<file path="config.mk">
export PLATFORM = sky130hd
export DESIGN_NAME = axil_uart_tx
export DESIGN_NICKNAME = d
export VERILOG_FILES = /design/src/rtl/axil_uart_tx.sv
export SDC_FILE = /design/constraint.sdc
export NUM_CORES = 1
export LEC_CHECK = 0
export ABC_AREA = 1
export CAP_MARGIN = 10
export CORE_UTILIZATION = 45
export CTS_BUF_LIST = sky130_fd_sc_hd__clkbuf_16
export DETAILED_ROUTE_END_ITERATION = 8
export PLACE_DENSITY = 0.77
export SYNTH_ARGS = -nofsm -noshare
export SYNTH_HDL_FRONTEND = slang
export SYNTH_SLANG_ARGS = --single-unit
</file>
<file path="constraint.sdc">
create_clock -name clk_i -period 3 [get_ports clk_i]
set_clock_uncertainty 0.15 [all_clocks]
set_input_delay 0.6 -clock clk_i [delete_from_list [all_inputs] [get_ports clk_i]]
set_output_delay 0.6 -clock clk_i [all_outputs]
set_load 0.005 [all_outputs]
</file>
<file path="src/rtl/axil_uart_tx.sv">
// AXI4-Lite slave UART transmitter: register writes fill a TX FIFO that is
// serialized 8N1, LSB first, onto tx_o.
module axil_uart_tx #(
   parameter int CLKS_PER_BIT = 868,
   parameter int FIFO_DEPTH   = 16
) (
   input  logic        clk_i,
   input  logic        rst_i,
   input  logic [3:0]  s_axi_awaddr_i,
   input  logic        s_axi_awvalid_i,
   output logic        s_axi_awready_o,
   input  logic [31:0] s_axi_wdata_i,
   input  logic [3:0]  s_axi_wstrb_i,
   input  logic        s_axi_wvalid_i,
   output logic        s_axi_wready_o,
   output logic [1:0]  s_axi_bresp_o,
   output logic        s_axi_bvalid_o,
   input  logic        s_axi_bready_i,
   input  logic [3:0]  s_axi_araddr_i,
   input  logic        s_axi_arvalid_i,
   output logic        s_axi_arready_o,
   output logic [31:0] s_axi_rdata_o,
   output logic [1:0]  s_axi_rresp_o,
   output logic        s_axi_rvalid_o,
   input  logic        s_axi_rready_i,
   output logic        tx_o
);
   localparam int BW = $clog2(CLKS_PER_BIT);
   localparam int PW = $clog2(FIFO_DEPTH);
   localparam logic [BW-1:0] BAUD_LAST = BW'(CLKS_PER_BIT - 1);
   localparam logic [PW:0]   FULL_CNT  = (PW+1)'(FIFO_DEPTH);

   typedef enum logic [1:0] {S_IDLE, S_START, S_DATA, S_STOP} state_t;

   logic [7:0]    mem [FIFO_DEPTH];
   logic [PW-1:0] wr_ptr_q, wr_ptr_d, rd_ptr_q, rd_ptr_d;
   logic [PW:0]   count_q, count_d;
   logic          bvalid_q, bvalid_d, rvalid_q, rvalid_d;
   logic [31:0]   rdata_q, rdata_d;
   state_t        state_q, state_d;
   logic [BW-1:0] baud_q, baud_d;
   logic [2:0]    idx_q, idx_d;
   logic [7:0]    shift_q, shift_d;
   logic          tx_q, tx_d;

   logic wr_hs, rd_hs, fifo_empty, fifo_full, push, pop, clr, bit_end;
   logic unused_bits;

   assign unused_bits = ^{s_axi_awaddr_i[1:0], s_axi_araddr_i[1:0],
                          s_axi_wdata_i[31:8], s_axi_wstrb_i[3:1]};

   // Ready is combinational so a handshake completes in the cycle both valids meet.
   assign wr_hs      = s_axi_awvalid_i && s_axi_wvalid_i && !bvalid_q && !rst_i;
   assign rd_hs      = s_axi_arvalid_i && !rvalid_q && !rst_i;
   assign fifo_empty = (count_q == '0);
   assign fifo_full  = (count_q == FULL_CNT);
   assign push       = wr_hs && (s_axi_awaddr_i[3:2] == 2'd1) && s_axi_wstrb_i[0] && !fifo_full;
   assign clr        = wr_hs && (s_axi_awaddr_i[3:2] == 2'd3) && s_axi_wdata_i[0];
   assign bit_end    = (baud_q == BAUD_LAST);

   assign s_axi_awready_o = wr_hs;
   assign s_axi_wready_o  = wr_hs;
   assign s_axi_arready_o = rd_hs;
   assign s_axi_bvalid_o  = bvalid_q;
   assign s_axi_bresp_o   = 2'b00;
   assign s_axi_rvalid_o  = rvalid_q;
   assign s_axi_rdata_o   = rdata_q;
   assign s_axi_rresp_o   = 2'b00;
   assign tx_o            = tx_q;

   always_comb begin
      bvalid_d = bvalid_q ? !s_axi_bready_i : wr_hs;
      rvalid_d = rvalid_q ? !s_axi_rready_i : rd_hs;
      rdata_d  = rdata_q;
      if (rd_hs) begin
         rdata_d = '0;
         if (s_axi_araddr_i[3:2] == 2'd2)
            rdata_d = {28'd0, fifo_full, fifo_empty, 2'b00};
      end
   end

   always_comb begin
      state_d = state_q;
      baud_d  = baud_q;
      idx_d   = idx_q;
      shift_d = shift_q;
      tx_d    = tx_q;
      pop     = 1'b0;
      if (state_q != S_IDLE)
         baud_d = bit_end ? '0 : baud_q + BW'(1);
      case (state_q)
         S_IDLE: begin
            tx_d = 1'b1;
            if (!fifo_empty) begin
               pop     = 1'b1;
               shift_d = mem[rd_ptr_q];
               state_d = S_START;
               baud_d  = '0;
               tx_d    = 1'b0;
            end
         end
         S_START: begin
            if (bit_end) begin
               state_d = S_DATA;
               idx_d   = 3'd0;
               tx_d    = shift_q[0];
            end
         end
         S_DATA: begin
            if (bit_end) begin
               if (idx_q == 3'd7) begin
                  state_d = S_STOP;
                  tx_d    = 1'b1;
               end else begin
                  idx_d = idx_q + 3'd1;
                  tx_d  = shift_q[idx_q + 3'd1];
               end
            end
         end
         default: begin
            // Chain straight into the next start bit when more data is queued.
            if (bit_end) begin
               if (!fifo_empty) begin
                  pop     = 1'b1;
                  shift_d = mem[rd_ptr_q];
                  state_d = S_START;
                  tx_d    = 1'b0;
               end else begin
                  state_d = S_IDLE;
                  tx_d    = 1'b1;
               end
            end
         end
      endcase
   end

   always_comb begin
      wr_ptr_d = wr_ptr_q;
      rd_ptr_d = rd_ptr_q;
      count_d  = count_q;
      if (clr) begin
         wr_ptr_d = '0;
         rd_ptr_d = '0;
         count_d  = '0;
      end else begin
         if (push)
            wr_ptr_d = wr_ptr_q + PW'(1);
         if (pop)
            rd_ptr_d = rd_ptr_q + PW'(1);
         if (push && !pop)
            count_d = count_q + (PW+1)'(1);
         else if (pop && !push)
            count_d = count_q - (PW+1)'(1);
      end
   end

   always_ff @(posedge clk_i) begin
      if (push)
         mem[wr_ptr_q] <= s_axi_wdata_i[7:0];
   end

   always_ff @(posedge clk_i) begin
      if (rst_i) begin
         wr_ptr_q <= '0;
         rd_ptr_q <= '0;
         count_q  <= '0;
         bvalid_q <= 1'b0;
         rvalid_q <= 1'b0;
         rdata_q  <= '0;
         state_q  <= S_IDLE;
         baud_q   <= '0;
         idx_q    <= '0;
         shift_q  <= '0;
         tx_q     <= 1'b1;
      end else begin
         wr_ptr_q <= wr_ptr_d;
         rd_ptr_q <= rd_ptr_d;
         count_q  <= count_d;
         bvalid_q <= bvalid_d;
         rvalid_q <= rvalid_d;
         rdata_q  <= rdata_d;
         state_q  <= state_d;
         baud_q   <= baud_d;
         idx_q    <= idx_d;
         shift_q  <= shift_d;
         tx_q     <= tx_d;
      end
   end

endmodule

</file>
==> PnR_summary.wiki <==
{| class="wikitable"
! Metric !! Value
|-
| Longest individual stage delay on the worst path || approximately 530 ps
|-
| Gp weighted congestion || 0.8311
|-
| Register clock-pin slew on the reported worst setup and hold paths || around 60 ps
|-
| Fraction of registers with async set or reset after synthesis || 0%
|-
| Synth Register Bits || ~170
|-
| Number of vias per cell after detailed routing || slightly above 5
|-
| Effective utilization at floorplan || a little under half
|-
| Fin. Hold Viols || 0
|-
| Sequential-to-total area share from yosys stat || roughly three fifths
|-
| DP Area || around 0.0086 sq mm
|-
| Die Footprint || about 0.019 sq mm
|-
| Via count || 5,950
|-
| Clock period minus final worst setup slack || approximately 2700 ps
|-
| Number of cell rows || 48
|-
| Number of global-route vias before repair || ~5,700
|-
| Library cell contributing the largest single delay on the critical path || sky130_fd_sc_hd__clkdlybuf4s50_1
|-
| Cells along the critical path || clkdlybuf4s50_1 -> nand2_1 -> nor2_1 -> nand2_1 -> inv_1 -> clkdlybuf4s50_1
|-
| TritonCTS sink count || around 170
|-
| Post-CTS repair timing setup buffer count || 0
|-
| Highest ir drop seen on vdd || 0.0004897 V
|-
| Setup repair after global routing missed its margin || no
|-
| Max-capacitance violation count || 0
|-
| Power density over cell area || approximately 760 mW/mm^2
|-
| Required time worst endpoint || between 2000 and 2500 ps
|-
| Final non-filler cell area || 0.009226 sq mm
|-
| Placeable Area || about 0.017 sq mm
|-
| CTS hold repair buffers || 0
|-
| CTS tree || done
|-
| Arrival @ worst endpoint || 1940 ps
|-
| Signed area change from the synthesized netlist to the final layout || 13.24%
|-
| Antenna violations before repair || 0
|-
| Largest net degree at the start of global routing || 64
|-
| Top delay family on crit path || buffers and inverters
|-
| Die span in x || around 140 um
|-
| First-pass GRT wire length || 27,990 um
|-
| Share of layout cells above drive strength 1 || under 10%
|-
| Total Routed Length || around 17,000 um
|-
| Leading cell type in the layout, fill and taps excluded || sky130_fd_sc_hd__nand2_1
|-
| Number of distinct library cells after synthesis || 34
|-
| Hold crit path type || reg2reg
|-
| Post-cts resize count || 0
|-
| Final worst-path cycle share || between 80% and 90%
|-
| Gate count of the mapped netlist || 891
|-
| Netlist area before placement || 0.008148 sq mm
|-
| Die extent in y || 136.6 um
|-
| F_max || between 300 and 400 MHz
|-
| Setup violation total in the final timing report || 0
|-
| Status || complete, no violations
|-
| Wire length on met1 || 7018 um
|-
| Kind of end point of the critical path || output port
|-
| Leak || between 0.003 and 0.004 uW
|-
| Count of final max-slew check failures || 0
|-
| Number of top-level pins || slightly above 90
|-
| Number of H-tree branching levels || 4
|-
| Number of buffers created by CTS || 17
|-
| Top library cells by usage in the layout, fill and taps aside || sky130_fd_sc_hd__nand2_1, sky130_fd_sc_hd__edfxtp_1, sky130_fd_sc_hd__inv_1
|-
| Uppermost metal layer occupied by signal nets || met4
|-
| Critical Path Fanout Max || 3
|-
| Post-DRT Antenna Nets || 0
|-
| Insertion delay to the later sink of the worst-skew pair || around 440 ps
|-
| Ant. Diodes || 0
|-
| Syn_area_per_cell || 9.145 sq um
|-
| Clk Tree Root Cell || sky130_fd_sc_hd__clkbuf_16
|-
| Final layout net count || 1,002
|-
| CP startpoint kind || input port
|-
| GRT Overall Usage || roughly 20%
|-
| Worst-case clock buffer depth || 2
|-
| Number of violations reported at the end of detailed-routing iteration 0 || between 500 and 600
|-
| Accumulated negative setup slack || 0 ps
|-
| Actual slew at the worst max-slew pin || between 1000 and 1500 ps
|-
| Overall overflow remaining after global route || 0
|-
| Routed length per instance || approximately 15 um
|-
| Post-DP HPWL || 10,820 um
|-
| Synth Flop Type || sky130_fd_sc_hd__edfxtp_1
|-
| Met3 WL post-DR || 1121 um
|-
| Critical path type || in2out
|-
| Number of enable flip-flop cells after synthesis || 128
|-
| Normalized max-slew margin || a little under a quarter
|-
| DRC || 0
|-
| Buffers on Ports || 27
|-
| Number of buffer and inverter instances along the worst setup path || 3
|-
| Count of yosys warnings during synthesis || 0
|-
| Length of the first detailed-routing pass in iterations || 5
|-
| Routed length on met2 || roughly 8700 um
|}
[metal layers]
| layer | up-vias | GRT usage (%) |
|---|---|---|
| met5 | - | 0 |
| met3 | 37 | 3.667 |
| li1 | 2913 | - |
| met1 | 2786 | 25.14 |
| met2 | 214 | 33.39 |
| met4 | 0 | 9.506 |
[cells by family (layout without fill, tap and decap cells)]
logic type,after synthesis,after routing,share of synthesized area (%)
flops,173,173,58.23
fa+ha+maj,17,17,2.703
buf+inv,180,203,10.35
xor+xnor,11,11,1.183
other cells,1,34,0.04602
compound gates,70,70,4.622
simple gates,439,439,22.87
[report_power, final]
group | switching (uW) | internal, uW | leakage (uW) | total (uW)
logic | 1380 | 657 | 0.00207 | 2040
registers | 82.9 | 2680 | 0.00152 | 2770
clock network | 943 | 1240 | 0.000291 | 2180
total | 2410 | 4580 | 0.00388 | 6990
[cell type report]
type / count / area (sq um)
Timing Repair Buffer: 55 / 493.0
Sequential cell: 173 / 4746
Multi-Input combinational cell: 571 / 2684
Tap cell: 225 / 281.5
Fill cell: 1498 / 8250
Clock buffer: 17 / 425.4
Inverter: 116 / 435.4
Clock inverter: 15 / 161.4
[metrics by stage]
step	util [%]	hold slack, ps	total power, uW	instances	setup slack [ps]
after global placement	49.43	303.6	4767	1140	107.1
final	52.79	321.8	6989	1172	308.5
after global routing	52.79	353.5	7387	1172	123.9
after detailed placement	49.43	308.4	4816	1140	53.77
after floorplan	-	305.7	4323	924	579.1
after CTS	52.79	320.3	7009	1172	317.8
[registers in the layout (all words and copies together) (netlist names), named ones only]
signal and flops:
mem 128, baud_q 10, shift_q 8, count_q 5
rd_ptr_q 4, wr_ptr_q 4, idx_q 3, s_axi_rdata_o 2
state_q 2, s_axi_bvalid_o 1, s_axi_rvalid_o 1, tx_o 1
[worst paths after layout]
kind	cells after the start	slack [ps]	to	from
max	6	310	s_axi_wready_o	s_axi_awvalid_i
max reg2reg	14	390	count_q[4]	baud_q[0]
min	2	320	s_axi_rdata_o[2]	s_axi_rdata_o[2]
min reg2reg	2	320	s_axi_rdata_o[2]	s_axi_rdata_o[2]
[cell usage after synthesis (5+ instances only)]
cell / count / share of area, %
sky130_fd_sc_hd__ha_1: 16 / 2.5
sky130_fd_sc_hd__dfxtp_1: 45 / 11
sky130_fd_sc_hd__inv_2: 6 / 0.28
sky130_fd_sc_hd__nor2_1: 77 / 3.5
sky130_fd_sc_hd__inv_1: 110 / 5.1
sky130_fd_sc_hd__nand3_1: 84 / 5.2
sky130_fd_sc_hd__buf_2: 17 / 1.0
sky130_fd_sc_hd__edfxtp_1: 128 / 47
sky130_fd_sc_hd__xor2_1: 8 / 0.86
sky130_fd_sc_hd__buf_4: 39 / 3.6
sky130_fd_sc_hd__a21oi_1: 32 / 2.0
sky130_fd_sc_hd__clkbuf_1: 6 / 0.28
sky130_fd_sc_hd__nand2_2: 5 / 0.38
sky130_fd_sc_hd__nor3_1: 15 / 0.92
sky130_fd_sc_hd__o21ai_0: 30 / 1.8
sky130_fd_sc_hd__nand2_1: 243 / 11
[worst register-to-register path: cells and delay by family (launching register included)]
kind	cells	cell delay, ps
AOI/OAI and AO/OA	2	280
xor gates and xnor gates	1	130
adders and majority gates	3	740
buffers and inverters	1	150
DFF	1	350
and+or+nand+nor	7	730
(Power assumes the default switching activity.)
